[config.mk]
export PLATFORM = sky130hd
export DESIGN_NAME = gf_inv_1291
export DESIGN_NICKNAME = d
export VERILOG_FILES = /design/src/rtl/gf_inv_1291.sv
export SDC_FILE = /design/constraint.sdc
export NUM_CORES = 1
export LEC_CHECK = 0
export CORE_MARGIN = 2
export CORE_UTILIZATION = 70
export CTS_CLUSTER_DIAMETER = 150
export CTS_CLUSTER_SIZE = 25
export DETAILED_ROUTE_END_ITERATION = 8
export PLACE_DENSITY = 0.87
export SYNTH_ARGS = -nofsm -noshare
export SYNTH_HDL_FRONTEND = slang
export SYNTH_SLANG_ARGS = --single-unit
[constraint.sdc]
create_clock -name clk -period 43.4 [get_ports clk]
set_input_delay 4.34 -clock clk [delete_from_list [all_inputs] [get_ports clk]]
set_output_delay 4.34 -clock clk [all_outputs]
set_load 0.02 [all_outputs]
[src/rtl/gf_inv_1291.sv]
// ============================================================================
// Module   : gf_inv_1291
// Purpose  : GF(1291) inverse via Fermat (a^1289) using one shared multiplier
//            and a Barrett reducer.
// Revision : 1.0
// ============================================================================
`default_nettype none

module gf_inv_1291 (
  input  logic        clk,
  input  logic        rst,
  input  logic        in_valid,
  output logic        in_ready,
  input  logic [10:0] din_a,
  output logic        out_valid,
  input  logic        out_ready,
  output logic [10:0] dout_inv,
  output logic        dout_zero
);

  localparam logic [10:0] c_MODULUS = 11'd1291;
  localparam logic [11:0] c_MOD12   = 12'd1291;
  localparam logic [21:0] c_MU      = 22'd3248;
  localparam logic [10:0] c_EXP     = 11'b10100001001;

  typedef enum logic [1:0] {
    S_IDLE = 2'd0,
    S_SQR  = 2'd1,
    S_MUL  = 2'd2,
    S_DONE = 2'd3
  } state_t;

  state_t      r_state;
  logic [10:0] r_a;
  logic [10:0] r_acc;
  logic [3:0]  r_idx;

  logic [10:0] w_din_red;
  logic [10:0] w_opb;
  logic [21:0] w_prod;
  logic [10:0] w_q;
  logic [10:0] w_t;
  logic [11:0] w_tp;
  logic [11:0] w_r0;
  logic [11:0] w_r1;
  logic [11:0] w_r2;
  logic [10:0] w_red;

  assign w_din_red = (din_a >= c_MODULUS) ? (din_a - c_MODULUS) : din_a;

  // Squaring reuses acc as the second operand; MUL pulls in the stored base.
  assign w_opb  = (r_state == S_MUL) ? r_a : r_acc;
  assign w_prod = {11'd0, r_acc} * {11'd0, w_opb};

  // Barrett: quotient estimate is at most 2 short, so r < 3*1291 fits 12 bits
  // and the subtraction can be done modulo 4096.
  assign w_q  = w_prod[21:11];
  assign w_t  = 11'(({11'd0, w_q} * c_MU) >> 11);
  assign w_tp = {1'b0, w_t} * c_MOD12;
  assign w_r0 = w_prod[11:0] - w_tp;
  assign w_r1 = (w_r0 >= c_MOD12) ? (w_r0 - c_MOD12) : w_r0;
  assign w_r2 = (w_r1 >= c_MOD12) ? (w_r1 - c_MOD12) : w_r1;
  assign w_red = w_r2[10:0];

  always_ff @(posedge clk or posedge rst) begin
    if (rst) begin
      r_state   <= S_IDLE;
      r_a       <= 11'd0;
      r_acc     <= 11'd0;
      r_idx     <= 4'd0;
      in_ready  <= 1'b1;
      out_valid <= 1'b0;
      dout_inv  <= 11'd0;
      dout_zero <= 1'b0;
    end else begin
      case (r_state)
        S_IDLE: begin
          if (in_valid) begin
            r_a      <= w_din_red;
            r_acc    <= w_din_red;
            r_idx    <= 4'd9;
            in_ready <= 1'b0;
            r_state  <= S_SQR;
          end
        end
        S_SQR: begin
          r_acc <= w_red;
          if (c_EXP[r_idx]) begin
            r_state <= S_MUL;
          end else if (r_idx == 4'd0) begin
            out_valid <= 1'b1;
            dout_inv  <= w_red;
            dout_zero <= (r_a == 11'd0);
            r_state   <= S_DONE;
          end else begin
            r_idx <= r_idx - 4'd1;
          end
        end
        S_MUL: begin
          r_acc <= w_red;
          if (r_idx == 4'd0) begin
            out_valid <= 1'b1;
            dout_inv  <= w_red;
            dout_zero <= (r_a == 11'd0);
            r_state   <= S_DONE;
          end else begin
            r_idx   <= r_idx - 4'd1;
            r_state <= S_SQR;
          end
        end
        S_DONE: begin
          if (out_ready) begin
            out_valid <= 1'b0;
            in_ready  <= 1'b1;
            r_state   <= S_IDLE;
          end
        end
        default: r_state <= S_IDLE;
      endcase
    end
  end

endmodule

`default_nettype wire

### Word-level counts from Yosys, hierarchy flattened

Memories as Yosys holds them, arrays and structs flattened.
Cells that the tools add are included.

| storage, ports and cells | value |
|---|---|
| memory bits (read-only) | 16 |
| register bits | 42 |
| input bits | 15 |
| word-level logic and storage cells | 74 |
| latch bits | 0 |
| bits in writable memories | 0 |
| memories kept | 1 |
| output and inout bits | 14 |

Memories:

| memory | words | width | read ports | clocked after memory_dff | wr ports | RTL line | RTL |
|---|---|---|---|---|---|---|---|
| (no name shown) | 16 | 1 | 1 | 0 | 0 | 88 | `if (c_EXP[r_idx]) begin` |

| operators by class | value |
|---|---|
| div/mod/pow operators | 0 |
| $mul | 3 |
| multiplexer cells | 30 |
| reductions and logical operators | 16 |
| add/subtract/negate cells | 5 |
| equal/unequal tests | 7 |
| $lt $le $gt $ge | 4 |
| shift-type cells | 0 |
| bitwise logic cells | 0 |

Operators by type and width:

| kind | count |
|---|---|
| two-way mux 11 bit | 6 |
| one-hot mux 11 bit (2 select lines) | 2 |
| greater-or-equal comparator 12 x 11 -> 1 bit (second input constant) | 2 |
| multiplier 11 x 11 -> 22 bit | 1 |
| subtractor 11 bit (second input constant) | 2 |
| multiplier 11 x 8 -> 18 bit (second input constant) | 1 |
| multiplier 11 x 11 -> 12 bit (second input constant) | 1 |
| two-way mux 12 bit | 1 |
| two-way mux 4 bit | 3 |
| one-hot mux 4 bit (3 select lines) | 1 |
| AND reduction 3 bit | 4 |
| subtractor 12 x 11 -> 12 bit (second input constant) | 1 |
| subtractor 12 bit | 1 |
| greater-or-equal comparator 11 bit (second input constant) | 1 |
| zero test 11 bit | 1 |
| two-way mux 2 bit | 5 |
| two-way mux 1 bit | 8 |
| one-hot mux 2 bit (4 select lines) | 1 |
| inequality test 2 bit (second input constant) | 3 |
| AND reduction 2 bit | 3 |
| nonzero test 2 bit | 3 |
| nonzero test 3 bit | 2 |
| < comparator 4 x 5 -> 1 bit (second input constant) | 1 |
| equality test 2 bit (second input constant) | 2 |
| other kinds (8) | 9 |

### Depth between registers and ports, before layout

Gate-level depths: netlist (run 1).

| depth | value |
|---|---|
| depth in word-level cells | 13 |
| mapped depth | 65 |
| gate-level depth less buffers | 63 |

### Worst setup path after synthesis (run 1)

No wires, ideal clock.

| timing path | value |
|---|---|
| path type | register to register |
| start | reg r_state[0] |
| end | reg r_acc[10] |
| library setup time | 0.132 ns |
| path slack | 28.466 ns |
| data required time | 43.268 ns |
| period minus slack after synthesis | 14.934 ns |
| stages on the path, launching flop included | 63 |
| path buffers | 2 |
| arrival time | 14.802 ns |
| cell sequence | dfrtp_1 -> inv_1 -> ha_1 -> clkbuf_1 -> clkbuf_1 -> mux2_2 -> nand2_1 -> fa_1 -> fa_1 -> inv_1 -> ha_1 -> fa_1 -> inv_1 -> fa_1 -> inv_1 -> ha_1 -> and3_1 -> a2111oi_4 -> [... 27 more ...] -> ha_1 -> ha_1 -> fa_1 -> inv_1 -> ha_1 -> o21ai_0 -> nor2_1 -> a211o_1 -> o41a_1 -> xnor3_1 -> xor3_2 -> a2111oi_4 -> xnor2_1 -> or3_1 -> a21bo_1 -> mux2_4 -> a21oi_2 -> o21ai_1 |

| between the ends | value |
|---|---|
| longest elaborated chain between the ends | 11 |
| elaborated cells between the ends (all ways) | 19 |
| classes of those cells | add/sub: 3; mul: 3; order compare: 2; eq/ne: 3; mux: 4; reduce/logical: 4 |

Ends and longest elaborated chain:

| item | RTL line | RTL |
|---|---|---|
| from (decl) | 33 | `state_t r_state;` |
| from (signal assigned) | 67 | `r_state <= S_IDLE;` |
| from (signal assigned) | 83 | `r_state <= S_SQR;` |
| from (signal assigned) | 89 | `r_state <= S_MUL;` |
| equality test 2 bit | 52, 76 |  |
| two-way mux 11 bit | 52 | `assign w_opb = (r_state == S_MUL) ? r_a : r_acc;` |
| multiplier 11 x 11 -> 22 bit | 53 | `assign w_prod = {11'd0, r_acc} * {11'd0, w_opb};` |
| multiplier 11 x 8 -> 18 bit | 58 | `assign w_t = 11'(({11'd0, w_q} * c_MU) >> 11);` |
| multiplier 11 x 11 -> 12 bit | 59 | `assign w_tp = {1'b0, w_t} * c_MOD12;` |
| subtractor 12 bit | 60 | `assign w_r0 = w_prod[11:0] - w_tp;` |
| subtractor 12 x 11 -> 12 bit / greater-or-equal comparator 12 x 11 -> 1 bit (equally long branches) | 61 | `assign w_r1 = (w_r0 >= c_MOD12) ? (w_r0 - c_MOD12) : w_r0;` |
| two-way mux 12 bit | 61 |  |
| subtractor 11 bit / greater-or-equal comparator 12 x 11 -> 1 bit (equally long branches) | 62 | `assign w_r2 = (w_r1 >= c_MOD12) ? (w_r1 - c_MOD12) : w_r1;` |
| two-way mux 11 bit | 62 |  |
| one-hot mux 11 bit (2 select lines) | 76 | `case (r_state)` |
| to (signal assigned) | 80 | `r_acc <= w_din_red;` |
| to (signal assigned) | 87 | `r_acc <= w_red;` |
| to (signal assigned) | 100 | `r_acc <= w_red;` |
| to (decl) | 35 | `logic [10:0] r_acc;` |

Several ways; a longest one is shown, not always the timed one.
A chain may end at the register's enable or synchronous reset.

### Worst setup path after layout (run 1)

| timing path | value |
|---|---|
| start | reg r_state[0] |
| end | reg r_acc[8] |

Same word-level chain as after synthesis.

==> flow_summary_export.csv, run 1 <==
group,metric,value,unit
status,outcome,"complete, no violations",
die,ioPinCount,29,
final_layout,syn2layout_area_growth,5.84,%
route,dr.first_iter.drc_count,568,
critical_path,cp-start-kind,"flip-flop",
global_route,grt_pass1_wl,38300,um
critical_path,crit_arrival,16.19,ns
clock_network,clk_latency,0.29,ns
synthesis,synth_enable_flop_cells,0,
worst_hold_path,holdCritPathClass,"flip-flop to flip-flop",
final_layout,diodes,0,
synthesis,synth_nets,1431,
route,firstDrtPassIters,6,
sta,fin_skew,0.00750,ns
global_route,grt_pass1_vias,8066,
route,num_vias,7960,
synthesis,ys_warn_count,0,
placement,gp_congestion,0.905,
clock_network,numClockSinks,42,
sta,tightestPinTransition,0.925,ns
clock_network,clkTransAtPathRegs,0.07,ns
final_layout,regArea,1050,sq um
final_layout,multiInputGateArea,7970,sq um
critical_path,reg2reg_depth,58,
route,drc,0,
sta,slew_viol_final,0,
synthesis,ys_types,73,
synthesis,avgSynthCellArea,8.65,sq um
critical_path,cp-end-kind,"flip-flop",
critical_path,cpPeakStageDelay,0.58,ns
clock_network,cts-hold-fix-buffers,0,
sta,maxClockFrequency,62.6,MHz
sta,min_period,15.98,ns
die,dieHeight,123,um
synthesis,netlist_instances,1150,
sta,hold_viol_final,0,
route,wl,22800,um
clock_network,clockBufferDepth,2,
route,wl_per_cell,16.9,um
synthesis,async_reset_ff_frac,1.00,
clock_network,cts_htree_levels,2,
global_route,antenna_found_initial,0,
clock_network,cts_tree,"yes",
critical_path,cpMostUsedCell,"inv_1",
die,start_util,0.717,
synthesis,synth_flop_cell,"dfrtp_1",
critical_path,crit_slowest_cell,"ha_1",
die,fp.dieArea,15200,sq um
route,ant_nets,0,
synthesis,synth-seq-cells,42,
global_route,grt_max_degree,43,
die,core_area,13900,sq um
global_route,grt_use_total,0.319,
route,vias_per_cell,5.92,
final_layout,drive_above_1_share,0.0421,
sta,relSlewSlack,0.366,
sta,setup_tns,0,ns
clock_network,cts_resized,0,
sta,rsz0062_at_grt,"no",
die,fp-row-count,43,
critical_path,cp.required,43.61,ns
placement,portBuffers,28,
critical_path,crit_path_max_fanout,14,
final_layout,n_fill_cell,977,
worst_hold_path,holdPathStages,2,
synthesis,seq_area_frac_synth,0.106,
clock_network,cts_buffers,5,
sta,setup_violations,0,
sta,period_share,0.368,
critical_path,path_class,"flip-flop to flip-flop",
final_layout,fin_nets,1444,
placement,hpwl,18800,um
clock_network,root_buffer,"clkbuf_16",
flow_run,maxCapViolCount,0,
synthesis,synthesis.area,9950,sq um
die,die_w,123,um
global_route,grt_overflow,0,
clock_network,cts_setup_buffers,0,
sta,hold_slack,0.479,ns
-- worst max-delay path: cells and delay by family, from the launching register on --
family	cells	cell delay (ns)
flip-flops	1	0.46
buffers and inverters	10	0.98
XOR/XNOR	6	1.87
adder cells (fa/ha/maj)	16	6.96
AO/OA/AOI/OAI	21	4.95
AND/OR/NAND/NOR	5	0.67
-- metal layers --
layer	GRT usage	share of wire
met1	0.430	0.42
met2	0.524	0.48
met3	0.0590	0.064
met4	0.0945	0.031
met5	0	0
-- cell families after synthesis --
kind of cell / after synthesis / share of synthesized area
simple gates: 302 / 0.144
fa+ha+maj: 266 / 0.423
compound gates: 194 / 0.136
flops: 42 / 0.106
mux: 20 / 0.0220
xor+xnor: 80 / 0.0764
buf+inv: 246 / 0.0928
-- per-stage QoR --
stage               setup WS, ns   util  instance area, sq um  instances
CTS                        27.55  0.758                 10500       1344
detailed placement         27.62  0.748                 10400       1336
global route               26.53  0.758                 10500       1344
global placement           28.04  0.748                 10400       1336
floorplan                  28.47      -                  9950       1150
finish                     27.42  0.758                 10500       1344
-- layout by cell type, fill, tap and decap left out, types with 4 or more instances in the layout --
master	count
or3_1	8
mux2_2	11
mux2i_1	8
clkbuf_16	5
nand4_1	5
o21a_1	11
nor2_1	47
a21o_1	18
nand2b_1	6
nor4_1	4
a21oi_1	48
o21ai_0	40
dfrtp_1	41
nand3_1	12
a21boi_0	5
o21ai_1	12
inv_1	222
clkdlybuf4s50_1	28
and2_1	37
xnor2_1	49
nor3_1	10
a31oi_1	5
fa_1	117
o21bai_1	6
xor2_1	26
ha_1	149
a22oi_1	5
nand2_1	130
nor2b_1	29
-- path summary, 6_finish.rpt --
path	slack, ns	endpoint	start
worst max register to register	27.42	r_acc[8]$_DFFE_PP0P_	r_state[0]$_DFFE_PP0P_
worst min-delay path	0.48	dout_inv[0]$_DFFE_PP0P_	dout_inv[0]$_DFFE_PP0P_
worst min register to register	0.48	dout_inv[0]$_DFFE_PP0P_	dout_inv[0]$_DFFE_PP0P_
max in group asynchronous	38.54	in_ready$_DFFE_PP1P_	rst
min in group asynchronous	4.48	dout_inv[4]$_DFFE_PP0P_	rst
worst max-delay path	27.42	r_acc[8]$_DFFE_PP0P_	r_state[0]$_DFFE_PP0P_
-- final cells by class --
cell class              count  area share
multi-input cells         862       0.757
flip-flops and latches     42       0.100
inverters                 222      0.0792
repair buffers             30      0.0281
well taps                 180      0.0214
clock buffers               5      0.0119
clock inverters             3     0.00238
-- sequential cells by signal, indices dropped and copies added, names as in the netlist --
signal / count
dout_inv: 11
r_a: 11
r_acc: 11
r_idx: 4
r_state: 2
dout_zero: 1
in_ready: 1
out_valid: 1
-- synthesized netlist by cell type, drive strengths merged, types with 3 or more instances --
library cell / instances / area share
and2: 38 / 0.024
inv: 222 / 0.084
nand4: 5 / 0.0031
a31oi: 6 / 0.0044
o21bai: 8 / 0.0068
a21boi: 6 / 0.0049
o21a: 11 / 0.0083
nand2b: 6 / 0.0038
o22a: 3 / 0.0026
or3: 8 / 0.0050
nor3: 11 / 0.0060
nand3: 12 / 0.0060
clkbuf: 23 / 0.0087
dfrtp: 41 / 0.10
o31ai: 4 / 0.0044
and3: 3 / 0.0019
or2: 3 / 0.0019
a22oi: 6 / 0.0050
a21oi: 51 / 0.027
fa: 117 / 0.24
xnor2: 49 / 0.043
ha: 149 / 0.19
o21ai: 52 / 0.026
a211oi: 4 / 0.0035
o211ai: 3 / 0.0028
a21o: 18 / 0.014
xor2: 28 / 0.026
nor2b: 29 / 0.018
nor4: 4 / 0.0025
nor2: 48 / 0.018
mux2: 12 / 0.014
a211o: 3 / 0.0026
mux2i: 8 / 0.0081
nand2: 131 / 0.050
Power of run 1 is not shown: default switching activity piles up to over one toggle a cycle in this logic, so the estimate is an artifact.
==> inputs of run 2 (changes only) <==
--- a/config.mk
+++ b/config.mk
@@ -6,11 +6,11 @@
 export NUM_CORES = 1
 export LEC_CHECK = 0
 export CORE_MARGIN = 2
-export CORE_UTILIZATION = 70
+export CORE_UTILIZATION = 59
 export CTS_CLUSTER_DIAMETER = 150
 export CTS_CLUSTER_SIZE = 25
 export DETAILED_ROUTE_END_ITERATION = 8
-export PLACE_DENSITY = 0.87
+export PLACE_DENSITY = 0.78
 export SYNTH_ARGS = -nofsm -noshare
 export SYNTH_HDL_FRONTEND = slang
 export SYNTH_SLANG_ARGS = --single-unit
==> constraint.sdc (replaced) <==
create_clock -name clk -period 13.3 [get_ports clk]
set_input_delay 1.33 -clock clk [delete_from_list [all_inputs] [get_ports clk]]
set_output_delay 1.33 -clock clk [all_outputs]
set_load 0.02 [all_outputs]
==> run 2 against run 1 <==
Global-route usage down 2.6 points. Design area up 23%. Sequential share of layout area down 1.9 points. Count of clock-buffer cells in the layout unchanged. Register-to-register slack worse by 28 ns. Via count up 9.6%. The run now ends with setup timing left. Core utilization up 2.4 points.
==> flow_summary_export.csv, run 2 (synthesis results as in run 1) <==
group,metric,value,unit
status,outcome,"finished, violations left",
status,violations,"setup timing",
placement,gp_congestion,0.898,
critical_path,cpPeakStageDelay,0.55,ns
final_layout,multiInputGateArea,8710,sq um
die,core_area,16500,sq um
clock_network,cts_htree_levels,2,
critical_path,cp-end-kind,"flip-flop",
sta,setup_violations,22,
worst_hold_path,holdCritPathClass,"flip-flop to flip-flop",
final_layout,syn2layout_area_growth,30.0,%
clock_network,clockBufferDepth,2,
final_layout,final_cell_mix,"buf_4 (200), inv_1 (199), ha_1 (125)",
sta,worst_slack,-0.746,ns
placement,hpwl,21000,um
critical_path,cp.required,13.46,ns
global_route,grt_pass1_wl,42800,um
final_layout,fin_nets,1652,
placement,portBuffers,28,
final_layout,drive_above_1_share,0.274,
global_route,grt_max_degree,43,
sta,rsz0062_at_grt,"yes",
clock_network,clkTransAtPathRegs,0.07,ns
global_route,grt_pass1_vias,9129,
route,vias_per_cell,5.48,
sta,relSlewSlack,0.467,
sta,maxClockFrequency,71.2,MHz
clock_network,cts_buffers,5,
die,dieHeight,134,um
final_layout,top_regs,"dout_inv: 11 flops, r_a: 11 flops, r_acc: 11 flops",
die,ioPinCount,29,
sta,hold_viol_final,0,
final_layout,n_fill_cell,1053,
final_layout,diodes,0,
final_layout,fin_util,0.782,
die,fp-row-count,47,
route,dr.first_iter.drc_count,424,
die,fp.dieArea,17900,sq um
die,start_util,0.602,
global_route,grt_overflow,0,
global_route,grt_use_total,0.292,
route,firstDrtPassIters,5,
route,drc,0,
sta,tightestPinTransition,0.798,ns
final_layout,regArea,1050,sq um
critical_path,crit_arrival,14.20,ns
critical_path,crit_path_max_fanout,8,
route,wl,26000,um
clock_network,root_buffer,"clkbuf_16",
sta,period_share,1.06,
clock_network,cts_tree,"yes",
route,num_vias,8724,
sta,slew_viol_final,0,
global_route,antenna_found_initial,0,
clock_network,clk_latency,0.29,ns
die,die_w,134,um
critical_path,crit_slowest_cell,"fa_2",
sta,fin_skew,0.00805,ns
route,ant_nets,0,
worst_hold_path,holdPathStages,2,
clock_network,numClockSinks,42,
critical_path,path_class,"flip-flop to flip-flop",
route,wl_per_cell,16.3,um
critical_path,cp-start-kind,"flip-flop",
critical_path,reg2reg_depth,60,
final_layout,final_common_cell,"buf_4",
flow_run,maxCapViolCount,0,
sta,min_period,14.05,ns
run 2: changes by cell type in the layout (fill, tap and decap cells not counted), moves of 9 or more:
cell,previous run,this run
inv_2,0,22
buf_6,0,9
ha_4,0,22
nand2_1,130,117
buf_4,2,200
xnor2_1,49,39
nand2_2,1,12
inv_1,222,199
a21oi_1,48,38
ha_1,149,125
run 2: final timing paths:
path	startpoint	endpoint	slack, ns
min reg2reg	dout_inv[0]$_DFFE_PP0P_	dout_inv[0]$_DFFE_PP0P_	0.49
min	dout_inv[0]$_DFFE_PP0P_	dout_inv[0]$_DFFE_PP0P_	0.49
min in group asynchronous	rst	r_idx[2]$_DFFE_PP0P_	1.48
max reg2reg	r_state[0]$_DFFE_PP0P_	r_acc[10]$_DFFE_PP0P_	-0.75
max	r_state[0]$_DFFE_PP0P_	r_acc[10]$_DFFE_PP0P_	-0.75
max in group asynchronous	rst	r_acc[6]$_DFFE_PP0P_	11.45
run 2: area by class of cell:
class                           count  share of cell area
Clock buffer                        5             0.00968
Timing Repair Buffer              238               0.147
Clock inverter                      3             0.00194
Tap cell                          220              0.0213
Inverter                          222              0.0648
Sequential cell                    42              0.0814
Multi-Input combinational cell    862               0.674
run 2: per-layer routing:
metal | share of wire | wire [um] | global-route usage | up-vias
met1 | 0.43 | 11100 | 0.384 | 4254
li1 | - | - | - | 4149
met3 | 0.046 | 1180 | 0.0382 | 72
met2 | 0.50 | 13000 | 0.511 | 249
met4 | 0.028 | 735 | 0.0780 | 0
met5 | 0 | 0 | 0 | -
run 2: repair_timing:
item | 4_1_cts | 5_1_grt
resized for setup | 42 | 39
endpoints found under the setup margin | 22 | 22
pin swaps | 21 | 21
buffers inserted | 10 | 9
hold buffers | 0 | 0
run 2: worst max-delay path: cells and delay by family (launching register included):
family | cells | cell delay [ns]
AO/OA/AOI/OAI | 20 | 3.97
AND/OR/NAND/NOR | 6 | 1.24
XOR/XNOR | 2 | 0.42
multiplexers | 2 | 0.69
flip-flops | 1 | 0.40
buffers and inverters | 14 | 1.25
adder cells (fa/ha/maj) | 16 | 5.95
run 2: through the flow:
stage / setup WS [ns] / cell area, sq um / hold WS [ns] / setup TNS [ns] / std cells
2_1_floorplan: -0.323 / 10400 / 0.484 / -2.92 / 1150
3_5_place_dp: -0.809 / 12300 / 0.465 / -14.74 / 1567
5_1_grt: -1.22 / 12900 / 0.514 / -24.05 / 1592
4_1_cts: -0.608 / 12700 / 0.491 / -10.32 / 1585
3_3_place_gp: -0.636 / 12300 / 0.466 / -11.06 / 1567
6_report: -0.746 / 12900 / 0.485 / -13.14 / 1592
Power of run 2 is left out for the same reason.
==> inputs of run 3 (changes only) <==
--- a/config.mk
+++ b/config.mk
@@ -5,6 +5,7 @@
 export SDC_FILE = /design/constraint.sdc
 export NUM_CORES = 1
 export LEC_CHECK = 0
+export CAP_MARGIN = 30
 export CORE_MARGIN = 2
 export CORE_UTILIZATION = 59
 export CTS_CLUSTER_DIAMETER = 150
==> results of run 3 <==
No change in the layout: final DEF, timing and power equal those of run 2.
Power of run 3 is left out for the same reason.
